**config.mk**
```make
export PLATFORM = sky130hd
export DESIGN_NAME = muldiv_seq
export DESIGN_NICKNAME = d
export VERILOG_FILES = /design/src/rtl/muldiv_seq.sv
export SDC_FILE = /design/constraint.sdc
export NUM_CORES = 1
export LEC_CHECK = 0
export CORE_ASPECT_RATIO = 2
export CORE_MARGIN = 2
export CORE_UTILIZATION = 30
export CTS_CLUSTER_SIZE = 20
export DETAILED_ROUTE_END_ITERATION = 10
export HOLD_SLACK_MARGIN = 0.1
export MAX_ROUTING_LAYER = met4
export PLACE_DENSITY = 0.59
export SLEW_MARGIN = 10
export SYNTH_ARGS = -nofsm -noshare
export SYNTH_HDL_FRONTEND = slang
export SYNTH_SLANG_ARGS = --single-unit
```
**constraint.sdc**
```tcl
create_clock -name clk -period 4.35 [get_ports clk]
set_input_delay 1.305 -clock clk [delete_from_list [all_inputs] [get_ports clk]]
set_output_delay 1.305 -clock clk [all_outputs]
set_load 0.1 [all_outputs]
```
**src/rtl/muldiv_seq.sv**
```systemverilog
// Multi-cycle MULT/MULTU/DIV/DIVU sequencer that owns HI/LO and borrows the shared EX-stage ALU
// while running: shift-add multiply, restoring divide, with a final sign fix-up cycle.
module muldiv_seq #(
  parameter int         WIDTH   = 32,
  parameter logic [3:0] ALU_ADD = 4'b0010,
  parameter logic [3:0] ALU_SUB = 4'b0101
) (
  input  logic             clk,
  input  logic             rst_n,
  input  logic             start,
  input  logic [1:0]       op,
  input  logic [WIDTH-1:0] a,
  input  logic [WIDTH-1:0] b,
  input  logic             flush,
  output logic             busy,
  output logic             done,
  output logic [WIDTH-1:0] hi,
  output logic [WIDTH-1:0] lo,
  input  logic [3:0]       ex_controls,
  input  logic [WIDTH-1:0] ex_a,
  input  logic [WIDTH-1:0] ex_b,
  output logic [3:0]       alu_controls,
  output logic [WIDTH-1:0] alu_a,
  output logic [WIDTH-1:0] alu_b,
  input  logic [WIDTH-1:0] alu_out
);

  localparam int CW = $clog2(WIDTH);
  localparam logic [WIDTH-1:0]   ONE  = WIDTH'(1);
  localparam logic [2*WIDTH-1:0] ONE2 = (2*WIDTH)'(1);

  typedef enum logic [1:0] {S_IDLE, S_PREP, S_RUN, S_FIX} state_t;

  state_t           state;
  logic             is_div;
  logic             sign_a;
  logic             sign_b;
  logic             div_zero;
  logic [WIDTH-1:0] mag_a;
  logic [WIDTH-1:0] mag_b;
  logic [WIDTH-1:0] orig_a;
  logic [WIDTH-1:0] acc_hi;
  logic [WIDTH-1:0] acc_lo;
  logic [CW-1:0]    iter;

  logic             a_neg_in;
  logic             b_neg_in;
  logic [WIDTH-1:0] a_mag_in;
  logic [WIDTH-1:0] b_mag_in;
  logic [WIDTH-1:0] div_r;
  logic             mul_cout;
  logic             div_borrow;
  logic             div_take;
  logic [2*WIDTH-1:0] prod_raw;
  logic [2*WIDTH-1:0] prod_fix;
  logic [WIDTH-1:0] quo_fix;
  logic [WIDTH-1:0] rem_fix;

  // Operand magnitudes are only taken for the signed ops (op[0]=1).
  always_comb begin
    a_neg_in = op[0] & a[WIDTH-1];
    b_neg_in = op[0] & b[WIDTH-1];
    a_mag_in = a_neg_in ? (~a + ONE) : a;
    b_mag_in = b_neg_in ? (~b + ONE) : b;
  end

  // Input mux in front of the shared ALU; the sequencer owns it only in RUN.
  always_comb begin
    div_r        = {acc_hi[WIDTH-2:0], acc_lo[WIDTH-1]};
    alu_controls = ex_controls;
    alu_a        = ex_a;
    alu_b        = ex_b;
    if (state == S_RUN) begin
      if (is_div) begin
        alu_controls = ALU_SUB;
        alu_a        = div_r;
        alu_b        = mag_b;
      end else begin
        alu_controls = ALU_ADD;
        alu_a        = acc_hi;
        alu_b        = mag_a;
      end
    end
  end

  // Carry and borrow recovered from operand and result sign bits, since the ALU exports neither.
  always_comb begin
    mul_cout   = (alu_a[WIDTH-1] & alu_b[WIDTH-1]) |
                 ((alu_a[WIDTH-1] | alu_b[WIDTH-1]) & ~alu_out[WIDTH-1]);
    div_borrow = (~alu_a[WIDTH-1] & alu_b[WIDTH-1]) |
                 ((~alu_a[WIDTH-1] | alu_b[WIDTH-1]) & alu_out[WIDTH-1]);
    div_take   = acc_hi[WIDTH-1] | ~div_borrow;
  end

  always_comb begin
    prod_raw = {acc_hi, acc_lo};
    prod_fix = (sign_a ^ sign_b) ? (~prod_raw + ONE2) : prod_raw;
    quo_fix  = (sign_a ^ sign_b) ? (~acc_lo + ONE) : acc_lo;
    rem_fix  = sign_a ? (~acc_hi + ONE) : acc_hi;
  end

  always_ff @(posedge clk or negedge rst_n) begin
    if (!rst_n) begin
      state    <= S_IDLE;
      busy     <= 1'b0;
      done     <= 1'b0;
      hi       <= '0;
      lo       <= '0;
      is_div   <= 1'b0;
      sign_a   <= 1'b0;
      sign_b   <= 1'b0;
      div_zero <= 1'b0;
      mag_a    <= '0;
      mag_b    <= '0;
      orig_a   <= '0;
      acc_hi   <= '0;
      acc_lo   <= '0;
      iter     <= '0;
    end else begin
      done <= 1'b0;
      if (flush && (state != S_IDLE)) begin
        state <= S_IDLE;
        busy  <= 1'b0;
      end else begin
        case (state)
          S_IDLE: begin
            if (start) begin
              is_div   <= op[1];
              sign_a   <= a_neg_in;
              sign_b   <= b_neg_in;
              mag_a    <= a_mag_in;
              mag_b    <= b_mag_in;
              orig_a   <= a;
              div_zero <= op[1] & (b == '0);
              busy     <= 1'b1;
              state    <= S_PREP;
            end
          end
          S_PREP: begin
            iter   <= '0;
            acc_hi <= '0;
            acc_lo <= is_div ? mag_a : mag_b;
            state  <= S_RUN;
          end
          S_RUN: begin
            if (is_div) begin
              acc_hi <= div_take ? alu_out : div_r;
              acc_lo <= {acc_lo[WIDTH-2:0], div_take};
            end else if (acc_lo[0]) begin
              {acc_hi, acc_lo} <= {mul_cout, alu_out, acc_lo[WIDTH-1:1]};
            end else begin
              {acc_hi, acc_lo} <= {1'b0, acc_hi, acc_lo[WIDTH-1:1]};
            end
            iter <= iter + CW'(1);
            if (iter == CW'(WIDTH - 1)) begin
              state <= S_FIX;
            end
          end
          S_FIX: begin
            if (!is_div) begin
              hi <= prod_fix[2*WIDTH-1:WIDTH];
              lo <= prod_fix[WIDTH-1:0];
            end else if (div_zero) begin
              hi <= orig_a;
              lo <= '1;
            end else begin
              hi <= rem_fix;
              lo <= quo_fix;
            end
            done  <= 1'b1;
            busy  <= 1'b0;
            state <= S_IDLE;
          end
          default: begin
            state <= S_IDLE;
            busy  <= 1'b0;
          end
        endcase
      end
    end
  end

endmodule

```
==> flow_summary.ini, run 1 <==
[synth]
ys_top_cells_by_count = nand2_1 (348), dfrtp_1 (236), nor2_1 (197)
yosys_warnings = 0
synth_top_area_share_pct = 36.9
syn_area_um2 = 16000
async_reset_ff_share_pct = 100
ys_ff_latch = 236
syn_nets = 2102
yosys-top-cells-area = dfrtp_1 (37%), mux2i_1 (8.9%), nand2_1 (8.2%)
postSynthAreaPerCell_um2 = 8.32
synth_flop_cell = dfrtp_1
synth_edf_count = 0
yosysSeqAreaShare_pct = 36.9
post_synth_num_cell_types = 69
yosysTopAreaCell = dfrtp_1
synth_cells = 1922
yosysMostFrequentCell = nand2_1

[clock_network]
clk-insertion-delay-late_ns = 0.55
cts_hold_buf = 0
cts_root_buffer = clkbuf_16
cts_setup_buffers = 0
cts.clk_slew.worst_paths_ns = 0.07
cts_made_buffers = 24
cts_max_level = 1
cts_resized = 0
cts_tree = built
cts.sinks = 236
clockBufferDepth = 3

[critical_path]
cp.arrival_ns = 2.60
worstPathMaxFanout = 28
path_buf_inv = 2
max_stage_delay_ns = 0.76
reg2regPathDepth = 9
path_delay_family = flip-flops
crit_chain = buf_4 -> nor2b_1 -> a21oi_1 -> a21oi_2 -> buf_12
cp_slowest_cell = dfrtp_4
path_depth = 5
crit_required_ns = 3.04
crit_path_start_kind = register
critPathKind = reg2out
worstSetupEndpointType = output pin

[min_path]
hold_class = reg2reg
whs_path_depth = 2

[detailed_routing]
drc = 22
dr.pass1.iters = 8
ant_nets = 0
drt_iter0_drc = 1157
avgViaCountPerCell = 5.52
routedWlPerCell_um = 23.1
routed_wl_um = 65400
via_count = 15600

[floorplan]
core-area_um2 = 52700
std_cell_rows = 119
die-area_um2 = 55300
die_w_um = 167
die_h_um = 330
io_pins = 304
start_util_pct = 30.3

[grt]
grt_pass1_wl_um = 98200
grt_max_degree = 134
grt_pass1_vias = 15700
grt_overflow = 0
grt_antenna_before_repair = 3
track_usage_pct = 23.9

[sta]
period_share_pct = 89.9
hold_violations = 0
grt_setup_unrepaired = no
finClkSkew_ns = 0.0155
setup_viol = 0
max_freq_mhz = 256
slew_headroom_pct = 27.0
fin_crit_ns = 3.91
slew_violations = 0
tightest_slew_ns = 1.09
tns_ns = 0

[final_layout]
drive_gt1_share_pct = 15.1
fin_nets = 2327
area_growth_syn_to_layout_pct = 34.4
fill_cells = 5283

[placed_design]
gp_congestion = 0.941
port_buffers = 303
dp_hpwl_um = 50600

[run_status]
violations = design-rule violations
outcome = complete, but fails checks

[job]
maxCapViolCount = 0
final cells by class:
cell class | instances | area [um^2] | share of cell area, %
well taps | 665 | 832 | 3.87
flip-flops and latches | 236 | 5910 | 27.5
inverters | 28 | 105 | 0.489
repair buffers | 370 | 4220 | 19.6
clock inverters | 13 | 151 | 0.705
clock buffers | 31 | 658 | 3.06
diodes | 3 | 7.51 | 0.0349
multi-input cells | 1487 | 9600 | 44.7
metal layers:
layer	GRT usage (%)	up-vias	wire length [um]
met4	11.0	0	3170
met2	44.4	568	34900
met3	2.22	127	2950
met5	-	-	0
met1	25.7	7688	24300
li1	-	7265	-
state kept, by name (all words and copies together), names as in the netlist:
name	count
lo	32
state	2
hi	32
is_div	1
acc_lo	32
orig_a	31
sign_a	1
iter	5
sign_b	1
mag_a	32
done	1
div_zero	1
mag_b	32
busy	1
acc_hi	32
cell usage in the layout (no fill, tap or decap), drive strengths merged, types with 19 or more instances in the layout:
cell             n
nand2          348
dfrtp          236
clkdlybuf4s50  203
nor2           197
buf            167
a21oi          164
mux2i          142
o21ai          116
xnor2           84
nor3            36
xor2            36
o221ai          35
nor4            32
mux4            31
clkbuf          31
inv             28
a31oi           24
nand3           20
or3             19
worst paths after layout:
kind	startpoint	to	slack, ns
max	is_div$_DFFE_PN0P_	alu_a[7]	0.44
min	orig_a[24]$_DFFE_PN0P_	orig_a[24]$_DFFE_PN0P_	0.48
max reg2reg	acc_hi[0]$_DFFE_PN0P_	hi[24]$_DFFE_PN0P_	1.11
min reg2reg	orig_a[24]$_DFFE_PN0P_	orig_a[24]$_DFFE_PN0P_	0.48
max in group asynchronous	rst_n	acc_lo[0]$_DFFE_PN0P_	2.55
min in group asynchronous	rst_n	orig_a[1]$_DFFE_PN0P_	0.80
worst register-to-register path, delay by kind of cell, from the launching register on:
family	cells	cell delay, ns
AND/OR/NAND/NOR	3	1.61
adder cells (fa/ha/maj)	1	0.15
XOR/XNOR	1	0.16
flip-flops	1	0.51
buffers and inverters	2	0.32
AO/OA/AOI/OAI	2	0.31
cell families (layout without fill, tap and decap cells):
family | Yosys count | after routing | share of synthesized area, %
buffers and inverters | 199 | 442 | 4.88
AND/OR/NAND/NOR | 743 | 743 | 20.5
flip-flops | 236 | 236 | 36.9
XOR/XNOR | 120 | 120 | 6.58
other | 0 | 3 | 0
adder cells (fa/ha/maj) | 10 | 10 | 0.783
AO/OA/AOI/OAI | 435 | 435 | 16.6
multiplexers | 179 | 179 | 13.7
per-stage QoR:
| stage | hold WS [ns] | cell area, um^2 | util [%] | setup WS, ns | std cells |
|---|---|---|---|---|---|
| detailed placement | 0.456 | 20700 | 39.2 | 0.330 | 2786 |
| floorplan | 0.437 | 16200 | - | 0.267 | 1922 |
| global route | 0.504 | 21500 | 40.8 | 0.343 | 2833 |
| CTS | 0.471 | 21500 | 40.7 | 0.439 | 2830 |
| global placement | 0.455 | 20700 | 39.2 | 0.348 | 2786 |
| finish | 0.475 | 21500 | 40.8 | 0.441 | 2833 |
Power of run 1 is not shown: default switching activity piles up to over one toggle a cycle in this logic, so the estimate is an artifact.
==> inputs of run 2 (changes only) <==
--- a/config.mk
+++ b/config.mk
@@ -6,7 +6,7 @@
 export NUM_CORES = 1
 export LEC_CHECK = 0
 export CORE_ASPECT_RATIO = 2
-export CORE_MARGIN = 2
+export CORE_MARGIN = 8
 export CORE_UTILIZATION = 30
 export CTS_CLUSTER_SIZE = 20
 export DETAILED_ROUTE_END_ITERATION = 10
==> flow_summary.ini, run 2 (synthesis gave the netlist of run 1 again) <==
[floorplan]
io_pins = 304
core-area_um2 = 52700
std_cell_rows = 119
die_h_um = 342
die_w_um = 179
die-area_um2 = 61400
start_util_pct = 30.3

[grt]
grt_overflow = 0
grt_pass1_wl_um = 102000
grt_use_met1_pct = 23.4
top_usage_layer = met2
grt_max_degree = 156
grtUsageMet2_pct = 39.8
grt_pass1_vias = 16200
met3_usage_pct = 3.25
track_usage_pct = 22.4
grt_antenna_before_repair = 5

[critical_path]
timing.rr.start = acc_hi[0]$_DFFE_PN0P_
critPathKind = reg2out
reg2regPathDepth = 8
crit_required_ns = 3.04
crit_path_start_kind = register
worstSetupEndpointType = output pin
cp.arrival_ns = 2.53
timing.rr.end = hi[20]$_DFFE_PN0P_
rrSetupSlack_ns = 0.97
worstPathMaxFanout = 38
crit_start = is_div$_DFFE_PN0P_

[final_layout]
area_growth_syn_to_layout_pct = 35.3
post-route-util_pct = 41.0
final_cell_mix = nand2_1 (346), dfrtp_1 (234), clkdlybuf4s50_1 (198)
fill_cells = 5253
drive_gt1_share_pct = 15.6
fin_nets = 2332
final_common_cell = nand2_1

[clock_network]
cts_max_level = 1
cts.clk_slew.worst_paths_ns = 0.07
clockBufferDepth = 3
cts_tree = built
clk-insertion-delay-late_ns = 0.54
cts_root_buffer = clkbuf_16
cts_hold_buf = 0
cts_made_buffers = 24
cts_setup_buffers = 0
cts.sinks = 236
cts_resized = 0

[sta]
holdWs_ns = 0.471
period_share_pct = 88.2
max_freq_mhz = 261
tightest_slew_ns = 1.14
hold_violations = 0
fin_crit_ns = 3.84
slew_headroom_pct = 23.2
tns_ns = 0
slew_violations = 0
grt_setup_unrepaired = no
finClkSkew_ns = 0.0104
worst_slack_ns = 0.515
setup_viol = 0

[detailed_routing]
via_count = 15700
drc = 0
routed_wl_um = 67900
routedWlPerCell_um = 23.9
avgViaCountPerCell = 5.54
drt_iter0_drc = 1297
ant_nets = 0
dr.pass1.iters = 5

[min_path]
whs_path_depth = 2
hold_class = reg2reg
min-delay-start = orig_a[11]$_DFFE_PN0P_
holdPathEnd = orig_a[11]$_DFFE_PN0P_

[placed_design]
gp_congestion = 0.993
post-place-ws_ns = 0.276
dp_hpwl_um = 53000
port_buffers = 303

[run_status]
outcome = completed

[job]
maxCapViolCount = 0
run 2: metal layers:
layer / wire length [um] / vias up / share of wire, %
li1: - / 7276 / -
met4: 3930 / 0 / 5.8
met3: 3950 / 149 / 5.8
met1: 24800 / 7680 / 37
met2: 35200 / 621 / 52
met5: 0 / - / 0
run 2: worst max-delay path, stage by stage (launching register included):
cell	delay, ns
dfrtp_4	0.86
buf_4	0.38
mux2i_1	0.40
a21oi_2	0.13
buf_12	0.18
run 2: how the worst max path moves through the flow:
stage | endpoint | slack [ns] | cells after the start
after floorplan | alu_a[15] | 0.27 | 6
after global placement | mag_a[31]$_DFFE_PN0P_ | 0.35 | 7
after detailed placement | mag_b[27]$_DFFE_PN0P_ | 0.28 | 7
after CTS | alu_b[31] | 0.45 | 3
after global routing | alu_b[26] | 0.38 | 6
final | alu_b[5] | 0.51 | 4
run 2: cell type report:
| class | count | area, um^2 | share of cell area, % |
|---|---|---|---|
| timing repair buffer | 375 | 4280 | 19.8 |
| clock buffer | 29 | 651 | 3.01 |
| tap | 665 | 832 | 3.85 |
| clock inverter | 15 | 240 | 1.11 |
| multi-input combinational | 1487 | 9600 | 44.4 |
| sequential | 236 | 5910 | 27.3 |
| inverter | 28 | 105 | 0.486 |
| antenna | 5 | 12.5 | 0.0578 |
run 2: through the flow:
step           std cells  instance area [um^2]
2_1_floorplan       1922                 16200
5_1_grt             2840                 21600
4_1_cts             2835                 21600
6_report            2840                 21600
3_5_place_dp        2791                 20700
3_3_place_gp        2791                 20700
Power of run 2 is left out for the same reason.
==> inputs of run 3 (changes only) <==
--- a/config.mk
+++ b/config.mk
@@ -7,12 +7,12 @@
 export LEC_CHECK = 0
 export CORE_ASPECT_RATIO = 2
 export CORE_MARGIN = 8
-export CORE_UTILIZATION = 30
+export CORE_UTILIZATION = 58
 export CTS_CLUSTER_SIZE = 20
 export DETAILED_ROUTE_END_ITERATION = 10
 export HOLD_SLACK_MARGIN = 0.1
 export MAX_ROUTING_LAYER = met4
-export PLACE_DENSITY = 0.59
+export PLACE_DENSITY = 0.95
 export SLEW_MARGIN = 10
 export SYNTH_ARGS = -nofsm -noshare
 export SYNTH_HDL_FRONTEND = slang
==> flow_summary.ini, run 3 (synthesis gave the netlist of run 1 again) <==
[sta]
slew_headroom_pct = 22.2
slew_violations = 0
max_freq_mhz = 261
worst_slack_ns = 0.521
holdWs_ns = 0.483
grt_setup_unrepaired = no
period_share_pct = 88.0
finClkSkew_ns = 0.0130
setup_viol = 0
tns_ns = 0
fin_crit_ns = 3.83
tightest_slew_ns = 1.16
hold_violations = 0

[run_status]
outcome = completed

[floorplan]
io_pins = 304
std_cell_rows = 86
start_util_pct = 58.5
die-area_um2 = 33400
core-area_um2 = 27300
die_w_um = 133
die_h_um = 251

[critical_path]
timing.rr.start = acc_hi[0]$_DFFE_PN0P_
critPathKind = reg2out
rrSetupSlack_ns = 0.98
cp.arrival_ns = 2.52
worstSetupEndpointType = output pin
timing.rr.end = hi[16]$_DFFE_PN0P_
crit_path_start_kind = register
reg2regPathDepth = 8
crit_start = is_div$_DFFE_PN0P_
crit_end = alu_a[31]
worstPathMaxFanout = 36
crit_required_ns = 3.04

[grt]
track_usage_pct = 36.1
grt_antenna_before_repair = 1
grt_pass1_wl_um = 93800
grt_max_degree = 101
grt_overflow = 0
grt_pass1_vias = 16800

[final_layout]
final_cell_mix = nand2_1 (346), dfrtp_1 (234), clkdlybuf4s50_1 (234)
fin_nets = 2301
regArea_um2 = 5910
area_growth_syn_to_layout_pct = 30.8
fill_cells = 1743
final_common_cell = nand2_1
drive_gt1_share_pct = 12.5
multi_input_area_um2 = 9590
final_area_um2 = 20900

[clock_network]
cts_made_buffers = 23
cts_resized = 0
clk-insertion-delay-late_ns = 0.54
cts_setup_buffers = 0
clockBufferDepth = 3
cts.clk_slew.worst_paths_ns = 0.07
cts_max_level = 1
cts.sinks = 236
cts_tree = built
cts_root_buffer = clkbuf_16
cts_hold_buf = 0

[job]
maxCapViolCount = 0

[placed_design]
dp_hpwl_um = 42400
postPlaceCellArea_um2 = 20200
gp_congestion = 1.00
post-place-ws_ns = 0.295
port_buffers = 303

[detailed_routing]
routed_wl_um = 60300
ant_nets = 0
avgViaCountPerCell = 6.72
routedWlPerCell_um = 24.2
drc = 0
drt_iter0_drc = 2141
via_count = 16700
dr.pass1.iters = 8

[min_path]
min-delay-start = orig_a[7]$_DFFE_PN0P_
hold_class = reg2reg
run 3: cell count changes in the layout (fill, tap and decap cells not counted), moves of 2 or more:
| cell | change |
|---|---|
| buf_4 | -65 |
| clkinv_2 | +2 |
| bufinv_16 | -5 |
| clkbuf_8 | +2 |
| clkdlybuf4s50_1 | +36 |
| clkbuf_16 | -2 |
| diode_2 | -2 |
run 3: worst max-delay path, cell delays in order (launching register included):
cell and delay [ns]:
dfrtp_4 0.87, mux2_2 0.42, mux2i_1 0.36, inv_1 0.14, buf_12 0.19
run 3: through the flow:
stage	cells	utilization, %
floorplan	1922	-
detailed placement	2448	73.8
finish	2491	76.5
global route	2489	76.5
CTS	2488	76.5
global placement	2448	73.8
run 3: worst min-delay path by stage:
stage                             to  slack [ns]  cells after the start
6_report       orig_a[7]$_DFFE_PN0P_        0.48                      2
2_1_floorplan  orig_a[8]$_DFFE_PN0P_        0.44                      2
5_1_grt        orig_a[7]$_DFFE_PN0P_        0.51                      2
3_3_place_gp   orig_a[8]$_DFFE_PN0P_        0.46                      2
3_5_place_dp   orig_a[7]$_DFFE_PN0P_        0.47                      2
4_1_cts        orig_a[7]$_DFFE_PN0P_        0.48                      2
run 3: layout make-up:
type                            count  share of cell area [%]
Tap cell                          352                    2.11
Multi-Input combinational cell   1487                    45.9
Clock buffer                       28                    2.99
Sequential cell                   236                    28.3
Antenna cell                        3                  0.0359
Timing Repair Buffer              345                    19.8
Clock inverter                     12                   0.485
Inverter                           28                   0.503
run 3: layer usage:
layer	routed length [um]	global-route usage (%)	up-vias	share of wire (%)
met4	4380	21.7	0	7.3
met1	21000	42.2	7823	35
met5	0	-	-	0
li1	-	-	7197	-
met2	28300	56.5	1354	47
met3	6610	7.22	354	11
Power of run 3 is left out for the same reason.
